==> src/rtl/l_ivector_pkg.sv <==
// Shared entry type and sizing helpers for the IVector indication queue.
// Latency: n/a (types and constant functions only).
// Backpressure: n/a.
package l_ivector_pkg;

  localparam int L_IVEC_METH_W = 32;
  localparam int L_IVEC_V_W    = 32;
  localparam int L_IVEC_DEPTH  = 4;
  localparam int L_IVEC_CNT_W  = 16;

  // One buffered say request at the default payload widths.
  typedef struct packed {
    logic [L_IVEC_METH_W-1:0] meth;
    logic [L_IVEC_V_W-1:0]    v;
  } ivec_entry_t;

  // Occupancy must represent 0..DEPTH inclusive, hence one bit above the pointer width.
  function automatic int occ_w(input int depth);
    return $clog2(depth) + 1;
  endfunction

  // All-ones value a w-bit event counter saturates at.
  function automatic logic [63:0] cnt_sat(input int w);
    return (w >= 64) ? {64{1'b1}} : ((64'd1 << w) - 64'd1);
  endfunction

endpackage

==> src/rtl/l_ivector_fifo.sv <==
// Synchronous DEPTH-entry FIFO; rd/wr pointers wrap modulo DEPTH, a count register separates full from empty.
// Latency: an entry written in cycle N appears on first in N+1; no write-to-read bypass.
// Backpressure: enq ignored while full (enq_rdy=0), deq ignored while empty (deq_rdy=0).
module l_ivector_fifo
  import l_ivector_pkg::*;
#(
  parameter int  DEPTH   = L_IVEC_DEPTH,
  parameter type entry_t = ivec_entry_t
) (
  input  logic                     CLK,
  input  logic                     nRST,
  input  logic                     enq,
  input  entry_t                   enq_dat,
  output logic                     enq_rdy,
  input  logic                     deq,
  output logic                     deq_rdy,
  output entry_t                   first,
  output logic [occ_w(DEPTH)-1:0]  count
);

  localparam int                PTR_W    = $clog2(DEPTH);
  localparam int                OCC_W    = occ_w(DEPTH);
  localparam logic [OCC_W-1:0]  FULL_CNT = OCC_W'(DEPTH);

  entry_t           mem [DEPTH];
  logic [PTR_W-1:0] rd_ptr;
  logic [PTR_W-1:0] wr_ptr;
  logic             do_enq;
  logic             do_deq;

  assign enq_rdy = (count != FULL_CNT);
  assign deq_rdy = (count != '0);
  assign do_enq  = enq & enq_rdy;
  assign do_deq  = deq & deq_rdy;

  // Head is forced to zero while empty so stale storage never leaks out.
  assign first = deq_rdy ? mem[rd_ptr] : '0;

  // Storage array: contents are don't-care until counted valid, so no reset.
  always_ff @(posedge CLK) begin
    if (do_enq) mem[wr_ptr] <= enq_dat;
  end

  // Pointer and occupancy bookkeeping; reset discards everything buffered.
  always_ff @(posedge CLK or posedge nRST) begin
    if (nRST) begin
      rd_ptr <= '0;
      wr_ptr <= '0;
      count  <= '0;
    end else begin
      if (do_enq) wr_ptr <= wr_ptr + 1'b1;
      if (do_deq) rd_ptr <= rd_ptr + 1'b1;
      case ({do_enq, do_deq})
        2'b10:   count <= count + 1'b1;
        2'b01:   count <= count - 1'b1;
        default: count <= count;
      endcase
    end
  end

endmodule

==> src/rtl/l_ivector_queue.sv <==
// Buffers say requests in a FIFO and echoes the head onto ind_heard, with occupancy and saturating event counters.
// Latency: a say accepted in cycle N can fire ind_heard no earlier than N+1.
// Backpressure: say__RDY drops when full; the head is held until ind_heard__RDY and rule_enable are both high.
module l_ivector_queue
  import l_ivector_pkg::*;
#(
  parameter int METH_W = L_IVEC_METH_W,
  parameter int V_W    = L_IVEC_V_W,
  parameter int DEPTH  = L_IVEC_DEPTH,
  parameter int CNT_W  = L_IVEC_CNT_W
) (
  input  logic                    CLK,
  input  logic                    nRST,
  input  logic                    say__ENA,
  input  logic [METH_W-1:0]       say_meth,
  input  logic [V_W-1:0]          say_v,
  output logic                    say__RDY,
  output logic                    ind_heard__ENA,
  output logic [METH_W-1:0]       ind_heard_heard_meth,
  output logic [V_W-1:0]          ind_heard_heard_v,
  input  logic                    ind_heard__RDY,
  input  logic                    rule_enable,
  output logic                    rule_ready,
  output logic [occ_w(DEPTH)-1:0] occupancy,
  output logic [CNT_W-1:0]        say_count,
  output logic [CNT_W-1:0]        heard_count
);

  typedef struct packed {
    logic [METH_W-1:0] meth;
    logic [V_W-1:0]    v;
  } entry_t;

  localparam logic [CNT_W-1:0] CNT_MAX = CNT_W'(cnt_sat(CNT_W));

  entry_t enq_dat;
  entry_t head;
  logic   enq_rdy;
  logic   deq_rdy;
  logic   say_acc;

  assign enq_dat.meth = say_meth;
  assign enq_dat.v    = say_v;

  l_ivector_fifo #(
    .DEPTH   (DEPTH),
    .entry_t (entry_t)
  ) u_fifo (
    .CLK     (CLK),
    .nRST    (nRST),
    .enq     (say__ENA),
    .enq_dat (enq_dat),
    .enq_rdy (enq_rdy),
    .deq     (ind_heard__ENA),
    .deq_rdy (deq_rdy),
    .first   (head),
    .count   (occupancy)
  );

  // Handshake gating: fire is purely combinational from head-valid, consumer ready and scheduler enable.
  assign say__RDY             = enq_rdy;
  assign say_acc              = say__ENA & enq_rdy;
  assign rule_ready           = deq_rdy & ind_heard__RDY;
  assign ind_heard__ENA       = rule_enable & rule_ready;
  assign ind_heard_heard_meth = head.meth;
  assign ind_heard_heard_v    = head.v;

  // Event counters hold at all-ones instead of wrapping.
  always_ff @(posedge CLK or posedge nRST) begin
    if (nRST) begin
      say_count   <= '0;
      heard_count <= '0;
    end else begin
      if (say_acc && (say_count != CNT_MAX))            say_count   <= say_count + 1'b1;
      if (ind_heard__ENA && (heard_count != CNT_MAX))   heard_count <= heard_count + 1'b1;
    end
  end

endmodule

==> config.mk <==
export PLATFORM = sky130hd
export DESIGN_NAME = l_ivector_queue
export DESIGN_NICKNAME = d
export VERILOG_FILES = /design/src/rtl/l_ivector_pkg.sv /design/src/rtl/l_ivector_fifo.sv /design/src/rtl/l_ivector_queue.sv
export SDC_FILE = /design/constraint.sdc
export NUM_CORES = 1
export LEC_CHECK = 0
export CAP_MARGIN = 20
export CORE_MARGIN = 2
export CORE_UTILIZATION = 49
export DETAILED_ROUTE_END_ITERATION = 8
export HOLD_SLACK_MARGIN = 0.03
export PLACE_DENSITY_LB_ADDON = 0.05
export RECOVER_POWER = 25
export SYNTH_ARGS = -nofsm -noshare
export SYNTH_HDL_FRONTEND = slang
export SYNTH_SLANG_ARGS = --single-unit
==> constraint.sdc <==
create_clock -name CLK -period 2.7 [get_ports CLK]
set_input_delay 0.675 -clock CLK [delete_from_list [all_inputs] [get_ports CLK]]
set_output_delay 0.675 -clock CLK [all_outputs]
set_load 0.03 [all_outputs]
==> key figures <==
Power
  – PD cells: 1220 mW/mm^2
  – VDD IR max: just under 900 uV
  – Total leakage power: 5.67 nW

Yosys
  – Synth Net Count: 664
  – Cell variety after synth: 44
  – Syn Inst Count: 587
  – Synth Area per Inst: ~20 sq um
  – Flops & latches, synth: roughly 300
  – Most used DFF post-synth: edfxtp_1
  – Post-synth EDFFs: 256
  – Seq/Total Area, Yosys: 74.1%
  – Post-Syn Area: around 0.012 sq mm
  – Post-synth ARST share: 13.2%
  – Yosys synthesis warning count: 0

Global route
  – Grt ovf: 0
  – Tot GR Track Use: between 20% and 30%
  – Vias in the first global route: 6712
  – Pin count of the biggest net entering global routing: 65
  – Initial antenna violation count: 4
  – First-pass GRT wire length: 37700 um

Floorplanning
  – Core area: 0.0235 sq mm
  – Die W: 158 um
  – Die area: 0.0251 sq mm
  – Total I/O pin count: 171
  – Num rows: 56
  – Starting Density: 49.8%
  – Die Y: 158 um

Critical path
  – Worst EP arrival: 2.18 ns
  – CP Class: reg2out
  – Crit Path Max Fanout: 8
  – CP startpoint kind: flip-flop
  – Endpoint class of the critical path: output pin
  – Worst EP required: 2.03 ns

Timing
  – Hold violation total from the final report: 0
  – Max Clk Rate: 350 MHz
  – Final number of max-transition violations: 0
  – Worst slew pin tran: approximately 1.3 ns
  – Final TNS setup: -5.98 ns
  – Final setup fails: 63
  – Tmin final: 2.86 ns
  – Final worst-path cycle share: 106%
  – Rel. slew slack: 10.8%
  – RSZ-0062 raised after global routing: yes
  – Final worst slack: -0.158 ns
  – Worst Clk Skew: 0.0196 ns

Run
  – Max Cap Viol: 0

Finish
  – Non-Filler Instances: 1147
  – Fraction of layout cells with a size suffix above 1: approximately 33%
  – Area Overhead vs Synth: 33.8%
  – Fin nets: 879
  – Post-route design area: 0.0156 sq mm

Clock tree
  – Num CTS Buffers: 29
  – Clk buf depth: 3
  – CTS tree: built
  – Root Buffer: clkbuf_16
  – CTS H-tree lvls: 1
  – Worst skew pair latency: 0.54 ns
  – Clock Pin Slew Worst Setup and Hold Paths: 0.06 ns
  – Clk sinks: 295
  – Hold-fix buffers at CTS: 0

Placement
  – Dpl hpwl: 14000 um
  – Setup WS pre-CTS: -0.0609 ns
  – IO Port Bufs: 170
  – Routability cong.: roughly 0.84
  – Placed cell area: 0.0140 sq mm
  – Dpl cells: between 1000 and 1500

Routing
  – Post-DR vias/cell: 5.46
  – Pre-antenna DRT Iters: 4
  – DR iter-0 viols: 347
  – Final wirelength: 25100 um
  – # DRC: 0
  – Vias: between 6000 and 7000
  – Routed len/inst: between 20 and 25 um
  – Detail Route Antenna Nets: 0

Run status
  – Status: finished with violations
  – Violated checks: negative setup slack

Worst hold path
  – Hold crit path type: reg2reg
-- flip-flops by register name (all words and copies together), names as in the netlist --
signal	count
u_fifo.mem	256
heard_count	16
say_count	16
u_fifo.count	3
u_fifo.rd_ptr	2
u_fifo.wr_ptr	2
-- metrics by stage --
stage	total power, mW	utilization [%]	hold WS, ns
after floorplan	10.8	-	0.498
after global placement	13.8	59.8	0.491
after detailed placement	13.9	59.8	0.516
after CTS	18.6	65.2	0.481
after global routing	19.9	66.6	0.541
final	19.1	66.6	0.522
-- placed cells by master (no fill, tap or decap), types with 5 or more instances in the layout --
master and count:
buf_12 17, buf_16 5, dlygate4sd3_1 33, buf_6 37, clkbuf_16 33, xnor2_1 11, nor2b_4 32, nand3_1 11
nor2b_2 5, clkdlybuf4s50_1 70, ha_1 7, dfrtp_1 37, and3_1 6, edfxtp_1 256, mux4_2 64, xor2_1 19
nand2_1 7, nand4_1 15, inv_1 7, nor2b_1 28, buf_4 40, inv_4 5
-- worst max-delay path: stages, from the launching register on --
cell and delay, ns:
dfrtp_4 0.49, buf_12 0.15, buf_12 0.13, buf_16 0.15, mux4_2 0.41, nor2b_1 0.14
buf_4 0.17
-- cell type report --
type,count,area (sq um)
Sequential cell,295,8670
Fill cell,1605,7840
Multi-Input combinational cell,260,3160
Timing Repair Buffer,208,2330
Clock buffer,35,842
Tap cell,319,399
Clock inverter,18,183
Inverter,8,32.5
Antenna cell,4,10.0
-- cells in the mapped netlist (all sizes together) (9+ instances only) --
library cell,number,share of area [%]
and3,10,0.54
buf,15,0.63
xor2,19,1.4
edfxtp,256,66
xnor2,11,0.82
nand3,11,0.47
clkbuf,9,0.29
dfrtp,39,8.4
mux4,64,12
nand4,16,0.91
nor2b,65,3.5
-- timing repair --
action | in CTS | in global routing
setup buffers | 9 | 2
pin swaps | 1 | 0
setup endpoints to repair | 65 | 65
resized for setup | 363 | 93
gates cloned | 7 | 1
endpoints found under the hold margin | 0 | 0
-- cells by family after synthesis --
family                   after synthesis  share of synthesized area (%)
AO/OA/AOI/OAI                          9                          0.460
flip-flops                           295                           74.1
adder cells (fa/ha/maj)                8                          0.921
multiplexers                          72                           13.1
XOR/XNOR                              30                           2.25
AND/OR/NAND/NOR                      141                           7.95
buffers and inverters                 32                           1.20
-- path summary, 6_finish.rpt --
path                       cells past startpoint                 endpoint              from  slack (ns)
max                                            6  ind_heard_heard_meth[4]  u_fifo.rd_ptr[0]       -0.16
min                                            1            say_count[15]     say_count[15]        0.52
max reg2reg                                   11          u_fifo.count[2]   u_fifo.count[0]        0.41
min reg2reg                                    1            say_count[15]     say_count[15]        0.52
max in group asynchronous                      3         u_fifo.rd_ptr[1]              nRST        0.69
min in group asynchronous                      3           heard_count[2]              nRST        0.86
-- where the power goes --
part,leakage [nW],switching [mW],internal [mW]
combinational,2.32,4.41,4.10
clock,0.506,1.69,2.52
sequential,2.85,0.402,5.97
total,5.67,6.50,12.6
-- per-layer routing --
metal	up-vias	share of wire, %	global-route usage (%)
met1	3264	42	26.8
li1	2792	-	-
met3	23	6.6	4.16
met4	0	1.2	4.50
met5	-	0	0
met2	187	50	34.2
No activity file was read; power rests on OpenSTA's default activity.
